<file path="src/rtl/bcd_conv_arbiter.sv">
// Round-robin shared 8-bit binary-to-BCD converter; optional leading-zero blank flags via BCD_CONV_ARB_BLANK_EN.
// Latency: grant at edge N, rsp_valid in N+2; rsp_ready low holds RESP and blocks all grants.
module bcd_conv_arbiter #(
    parameter int NREQ = 4,
    parameter int IDW  = $clog2(NREQ)
) (
    input  logic              clk,
    input  logic              rst_n,
    input  logic [NREQ-1:0]   req_valid,
    input  logic [NREQ*8-1:0] req_bin,
    output logic [NREQ-1:0]   req_ready,
    output logic              rsp_valid,
    input  logic              rsp_ready,
    output logic [IDW-1:0]    rsp_id,
    output logic [11:0]       rsp_bcd,
`ifdef BCD_CONV_ARB_BLANK_EN
    output logic [2:0]        rsp_blank,
`endif
    output logic              busy
);

    typedef enum logic [1:0] {IDLE, CONV, RESP} state_t;

    state_t           r_state;
    logic [IDW-1:0]   r_last;
    logic [IDW-1:0]   r_id;
    logic [7:0]       r_bin;
    logic [11:0]      r_bcd;
    logic             r_rsp_valid;
    logic             r_busy;
    logic             w_found;
    logic [IDW-1:0]   w_win;
    logic [11:0]      w_bcd;
`ifdef BCD_CONV_ARB_BLANK_EN
    logic [2:0]       r_blank;
    logic [2:0]       w_blank;
`endif

    function automatic logic [11:0] dabble(input logic [7:0] bin);
        logic [19:0] s;
        s = {12'd0, bin};
        for (int i = 0; i < 8; i++) begin
            if (s[11:8]  >= 4'd5) s[11:8]  = s[11:8]  + 4'd3;
            if (s[15:12] >= 4'd5) s[15:12] = s[15:12] + 4'd3;
            if (s[19:16] >= 4'd5) s[19:16] = s[19:16] + 4'd3;
            s = s << 1;
        end
        return s[19:8];
    endfunction

    // Search starts one past the last winner so every requester gets a turn.
    always_comb begin
        w_found = 1'b0;
        w_win   = '0;
        for (int k = 1; k <= NREQ; k++) begin
            if (!w_found && req_valid[(int'(r_last) + k) % NREQ]) begin
                w_found = 1'b1;
                w_win   = IDW'((int'(r_last) + k) % NREQ);
            end
        end
    end

    assign w_bcd = dabble(r_bin);
`ifdef BCD_CONV_ARB_BLANK_EN
    assign w_blank = {w_bcd[11:8] == 4'd0, w_bcd[11:4] == 8'd0, 1'b0};
`endif

    always_comb begin
        req_ready = '0;
        if (r_state == IDLE && w_found) req_ready[w_win] = 1'b1;
    end

    always_ff @(posedge clk) begin
        if (!rst_n) begin
            r_state     <= IDLE;
            r_last      <= IDW'(NREQ - 1);
            r_id        <= '0;
            r_bin       <= '0;
            r_bcd       <= '0;
            r_rsp_valid <= 1'b0;
            r_busy      <= 1'b0;
`ifdef BCD_CONV_ARB_BLANK_EN
            r_blank     <= 3'b000;
`endif
        end else begin
            case (r_state)
                IDLE: begin
                    if (w_found) begin
                        r_bin   <= req_bin[8*w_win +: 8];
                        r_id    <= w_win;
                        r_last  <= w_win;
                        r_busy  <= 1'b1;
                        r_state <= CONV;
                    end
                end
                CONV: begin
                    r_bcd       <= w_bcd;
`ifdef BCD_CONV_ARB_BLANK_EN
                    r_blank     <= w_blank;
`endif
                    r_rsp_valid <= 1'b1;
                    r_state     <= RESP;
                end
                RESP: begin
                    if (rsp_ready) begin
                        r_rsp_valid <= 1'b0;
                        r_busy      <= 1'b0;
                        r_state     <= IDLE;
                    end
                end
                default: begin
                    r_rsp_valid <= 1'b0;
                    r_busy      <= 1'b0;
                    r_state     <= IDLE;
                end
            endcase
        end
    end

    assign rsp_valid = r_rsp_valid;
    assign rsp_id    = r_id;
    assign rsp_bcd   = r_bcd;
    assign busy      = r_busy;
`ifdef BCD_CONV_ARB_BLANK_EN
    assign rsp_blank = r_blank;
`endif

endmodule

</file>
<file path="config.mk">
export PLATFORM = sky130hd
export DESIGN_NAME = bcd_conv_arbiter
export DESIGN_NICKNAME = d
export VERILOG_FILES = /design/src/rtl/bcd_conv_arbiter.sv
export SDC_FILE = /design/constraint.sdc
export NUM_CORES = 1
export LEC_CHECK = 0
export CAP_MARGIN = 20
export CELL_PAD_IN_SITES_DETAIL_PLACEMENT = 0
export CELL_PAD_IN_SITES_GLOBAL_PLACEMENT = 1
export CORE_MARGIN = 4
export CORE_UTILIZATION = 39
export CTS_BUF_LIST = sky130_fd_sc_hd__clkbuf_16
export DETAILED_ROUTE_END_ITERATION = 6
export PLACE_DENSITY = 0.95
export REMOVE_ABC_BUFFERS = 1
export SLEW_MARGIN = 10
export SYNTH_ARGS = -nofsm -noshare
export SYNTH_HDL_FRONTEND = slang
export SYNTH_SLANG_ARGS = --single-unit
</file>
<file path="constraint.sdc">
create_clock -name clk -period 9.26 [get_ports clk]
set_input_delay 0.926 -clock clk [delete_from_list [all_inputs] [get_ports clk]]
set_output_delay 0.926 -clock clk [all_outputs]
set_load 0.01 [all_outputs]
</file>
After elaboration in Yosys (flattened, before gate mapping)
Index checks and enable logic that the tools add are counted.
- divide/modulo/power cells: 0
- $lt $le $gt $ge: 24
- equal/unequal tests: 4
- add/subtract/negate cells: 22
- shifts and indexed selects: 1
- multipliers: 0
- reduce and logical (&&, ||, !) cells: 17
- bitwise logic cells: 6
- muxes and demuxes: 48
- operators with widths (cell ; count):
    $ge A4 B3 Y1 const B ; 15
    $mux W4 ; 13
    $add A4 B2 Y4 const B ; 11
    $shiftx A32 B6 Y8 ; 1
    $mux W3 ; 6
    $lt A3 B4 Y1 const B ; 4
    $mux W1 ; 15
    $add A3 B2 Y3 const B ; 4
    $mux W2 ; 6
    $bmux W1 S2 ; 4
    $reduce_or A2 Y1 ; 4
    $add A1 B2 Y3 const B ; 2
    $ge A1 B3 Y1 const B ; 2
    $pmux W1 S3 ; 2
    $pmux W2 S3 ; 1
    $reduce_and A2 Y1 ; 3
    $logic_and A1 B1 Y1 ; 5
    $add A2 B1 Y2 const B ; 2
    $add A2 B2 Y2 const B ; 2
    $and A1 B1 Y1 const A ; 4
    $ne A2 B2 Y1 const B ; 2
    $add A1 B2 Y3 const AB ; 1
    $ge A1 B3 Y1 const AB ; 1
    $logic_not A1 Y1 ; 3
    other kinds (8) ; 9
- memories kept: 0
- logic and storage cells: 129
- bits in registers: 28
- input bits: 39
- latch bits: 0
- memory bits (read-only): 0
- RAM bits: 0
- output and inout port bits: 20

Logic depth before layout (Yosys ltp)
- depth after elaboration: 21
- depth in mapped cells: 23
- mapped depth without buffers: 23

Least setup slack after synthesis
OpenSTA, ideal clock, no wires.
- path kind: register to register
- start: register r_bin[6]
- end: register r_bcd[8], in the netlist rsp_bcd[8]
- path slack: 4876 ps
- cell stages (with the launch flop): 22
- period minus slack after synthesis: 4384 ps
- arrival: 4268 ps
- buffers on the path: 0
- cell sequence: dfxtp_1 inv_1 ha_1 o21ai_1 xnor2_2 ha_1 nand2b_1 a32oi_4 xnor2_1 inv_1 ha_1 nand2b_1 nand2_1 mux2i_1 inv_2 ha_1 inv_1 ha_1 a21oi_1 xnor2_1 a2111o_1 o211a_1
- word-level cells in the longest chain between the ends: 12
- elaborated cells on any way between the ends: 30
- classes of those cells: 10 x add/sub; 10 x order compare; 10 x mux
- ends and longest elaborated chain (item ; RTL line ; source):
    from (decl) ; 27 ; logic [7:0] r_bin;
    from (signal assigned) ; 89 ; r_bin <= req_bin[8*w_win +: 8];
    $add A4 B2 Y4 or $ge A4 B3 Y1 (tied branches) ; 43 ; if (s[11:8] >= 4'd5) s[11:8] = s[11:8] + 4'd3;
    $mux W4 (*) ; 43 ;
    $add A4 B2 Y4, or another cell as far along ; 43 ;
    $mux W4, on equally long branches ; 43, 44 ;
    $add A4 B2 Y4, or another cell as far along ; 43 ;
    $mux W4, on equally long branches ; 43, 44 ;
    $add A4 B2 Y4, or another cell as far along ; 43 ;
    $mux W4, on equally long branches ; 43, 44 ;
    $add A4 B2 Y4, or another cell as far along ; 44 ; if (s[15:12] >= 4'd5) s[15:12] = s[15:12] + 4'd3;
    $mux W4, on equally long branches ; 44, 43 ;
    $add A4 B2 Y4 or $ge A4 B3 Y1 (tied branches) ; 44 ;
    $mux W4 (*) ; 44 ;
    to (signal assigned) ; 97 ; r_bcd <= w_bcd;
    to (decl) ; 28 ; logic [11:0] r_bcd;
Every way passes the cells marked *; elsewhere a longest branch is shown, timed or not.
A chain may end at the register's enable or synchronous reset.

Worst setup path in the final report
Ends and elaborated chain as after synthesis.

==> summary.txt <==
status: complete, no violations
Clock transition at path regs: 0.06 ns
Syn-to-layout area delta: 30.2%
reg-to-reg setup timing slack: 4.39 ns
Final min period: 4.87 ns
Worst Skew: 0.00479 ns
critical path class: register to register
warnings from Yosys: 0
Post-synth EDFFs: 0
Crit. End Element: register
TritonRoute pass-1 iters: 4
RSZ-0062 raised after global routing: false
Hold Path Depth: 2
Max Cap Violations: 0
Lkg Pwr: 1.14 nW
grt ovf: 0
crit-path max FO: 8
CP startpoint: r_bin[6]$_SDFFE_PN0P_
CP max-delay cell: dfxtp_1
worst path cell trace: inv_1 > ha_1 > o21ai_1 > xnor2_2 > ha_1 > nand2b_1 > a32oi_4 > xnor2_1 > inv_1 > ha_1 > nand2b_1 > nand2_1 > mux2i_1 > inv_2 > ha_1 > inv_1 > ha_1 > a21oi_1 > xnor2_1 > a21oi_1 > o211a_1
antenna violations before repair: 0
setup bufs post-CTS: 0
startpoint types: register
Setup TNS: 0 ns
global-route wire length before repair: 9260 µm
initial drt markers: 78
GP Congestion: 0.894
FF-to-FF Start: r_bin[6]$_SDFFE_PN0P_
cell taking the most area after synthesis: dfxtp_1
worst-skew pair later-pin latency: 0.26 ns
critical path's most frequent cell: ha_1
clock root buffer: clkbuf_16
clock sink count: 26
Hold Crit Class: register to register
Crit path max-delay family: adder cells
Detail Placement HPWL: 4300 µm
CTS Hold Bufs: 0
fin crit share: 0.526
Worst EP required: 9.42 ns
Synth area leaders: dfxtp_1 (23%), nand2_1 (5.8%), mux2i_1 (5.3%)
die width: 83.9 µm
leading cell type in the layout, fill and taps excluded: clkdlybuf4s50_1
total wire length: 5420 µm
die area: 7040 µm²
Resized cells post-CTS: 0
Residual DRC: 0
synth unique cells: 68
Post-Syn Area: 2250 µm²
#FFs+latches synth: 26
Most used DFF post-synth: dfxtp_1
Num CTS Buffers: 3
Slew Limit Fails: 0
vias per inst: 5.49
drt wl/cell: 13.7 µm
Worst Hold End: rsp_bcd[5]$_SDFFE_PN0P_
fraction of registers with async set/reset: 0
site row count: 27
# IOs: 59
worst r2r dst: rsp_bcd[8]$_SDFFE_PN0P_
fin nets: 373
largest net degree at the start of global routing: 29
Die Height: 83.9 µm
Worst Hold Launch: rsp_bcd[5]$_SDFFE_PN0P_
floorplan core area: 5540 µm²
share of cells above drive strength 1: 0.0898
R2R depth: 21
H-tree depth: 1
post-route ant nets: 0
initial core utilization: 0.406
Buffers on Ports: 56
f_max: 205 MHz
Slew @ Worst Pin: 0.971 ns
Final Hold Violating Endpoints: 0
maximum VDD drop: 0.0974 mV
Syn Area/Cell: 8.18 µm²
cells after synthesis: 275
diode count: 0
post-synthesis sequential area ratio: 0.231
top-area cell type share of the netlist area: 0.231
most frequent cells in the layout: clkdlybuf4s50_1 (56), nand2_1 (35), dfxtp_1 (26)
Global Route Usage Sum: 0.153
# setup viols final: 0
Slew HR: 0.351
crit-path max cell delay: 0.44 ns
Clock Path Buffers: 2
power density over cell area: 213 nW/µm²
worst path buffer plus inverter count: 4
vias in the first global route: 2095
Critical Path AT: 5.02 ns
DR vias: 2167
power consumption: 0.000624 W
CTS tree: yes
[where the power goes]
group / switching, W / internal [W] / leakage (nW)
sequential: 0.0000177 / 0.000130 / 0.215
combinational: 0.000213 / 0.000168 / 0.889
clock: 0.0000385 / 0.0000573 / 0.0370
total: 0.000269 / 0.000355 / 1.14
[cells in the mapped netlist, types with 2 or more instances]
| master | number |
|---|---|
| o211a_1 | 2 |
| buf_4 | 2 |
| o21ai_1 | 3 |
| nand4_1 | 2 |
| nand2b_1 | 5 |
| mux2i_1 | 12 |
| o22ai_1 | 3 |
| o31ai_1 | 4 |
| xnor2_2 | 2 |
| nand3_1 | 6 |
| a21oi_1 | 14 |
| inv_1 | 13 |
| nor2_1 | 13 |
| nor2b_1 | 7 |
| clkbuf_1 | 10 |
| a21boi_0 | 11 |
| nor4_1 | 2 |
| a32oi_4 | 2 |
| xnor2_1 | 3 |
| mux2_2 | 8 |
| and2_1 | 3 |
| ha_1 | 9 |
| dfxtp_1 | 26 |
| nand2_1 | 35 |
| o21a_1 | 2 |
| a31oi_1 | 4 |
| o21bai_1 | 2 |
| a211o_1 | 2 |
| o22a_1 | 2 |
| a21o_1 | 2 |
| and3_1 | 2 |
| o211ai_1 | 13 |
| o21ai_0 | 8 |
| or3_1 | 2 |
| o2111ai_1 | 2 |
| nor3_1 | 5 |
[cells by family after synthesis]
group | synth area share
flops | 0.231
fa+ha+maj | 0.0501
compound gates | 0.325
xor+xnor | 0.0301
mux | 0.110
simple gates | 0.196
other cells | 0.00167
buf+inv | 0.0556
[registers in the layout (all words and copies together) (netlist names)]
register / flops
rsp_bcd: 10
r_bin: 8
r_last: 2
r_state: 2
rsp_id: 2
busy: 1
rsp_valid: 1
[per-layer routing]
metal / track usage / wire length, µm / share of wire / vias to the layer above
met3: 0.0336 / 206 / 0.038 / 14
met5: 0 / 0 / 0 / -
li1: - / - / - / 1119
met4: 0.0468 / 87 / 0.016 / 0
met2: 0.262 / 2610 / 0.48 / 38
met1: 0.190 / 2520 / 0.46 / 996
[stage by stage]
| step | std cells | instance area, µm² | util | worst slack [ns] | hold WS, ns |
|---|---|---|---|---|---|
| final | 395 | 2930 | 0.528 | 4.39 | 0.476 |
| after CTS | 395 | 2930 | 0.528 | 4.37 | 0.476 |
| after floorplan | 261 | 2180 | - | 4.88 | 0.441 |
| after global routing | 395 | 2930 | 0.528 | 3.84 | 0.503 |
| after detailed placement | 392 | 2850 | 0.515 | 4.38 | 0.464 |
| after global placement | 392 | 2850 | 0.515 | 4.60 | 0.462 |
[how the worst max path moves through the flow]
stage	to	slack, ns	depth (start not counted)
finish	rsp_bcd[8]$_SDFFE_PN0P_	4.39	21
global route	rsp_bcd[8]$_SDFFE_PN0P_	3.84	21
CTS	rsp_bcd[8]$_SDFFE_PN0P_	4.37	21
detailed placement	rsp_bcd[8]$_SDFFE_PN0P_	4.38	21
global placement	rsp_bcd[8]$_SDFFE_PN0P_	4.60	21
floorplan	rsp_bcd[8]$_SDFFE_PN0P_	4.88	21
[area by class of cell]
cell class / instances / area (µm²)
Clock buffer: 3 / 75.1
Sequential cell: 26 / 520
Multi-Input combinational cell: 221 / 1610
Inverter: 14 / 52.6
Timing Repair Buffer: 59 / 583
Tap cell: 72 / 90.1
Fill cell: 546 / 2610
[worst reg2reg max path, cell delays in order (launching register included)]
cell	delay [ns]
dfxtp_1	0.44
inv_1	0.10
ha_1	0.26
o21ai_1	0.21
xnor2_2	0.20
ha_1	0.34
nand2b_1	0.14
a32oi_4	0.36
xnor2_1	0.27
inv_1	0.16
ha_1	0.32
nand2b_1	0.17
nand2_1	0.06
mux2i_1	0.29
inv_2	0.09
ha_1	0.20
inv_1	0.05
ha_1	0.20
a21oi_1	0.13
xnor2_1	0.44
a21oi_1	0.12
o211a_1	0.23
(Power assumes the default switching activity.)
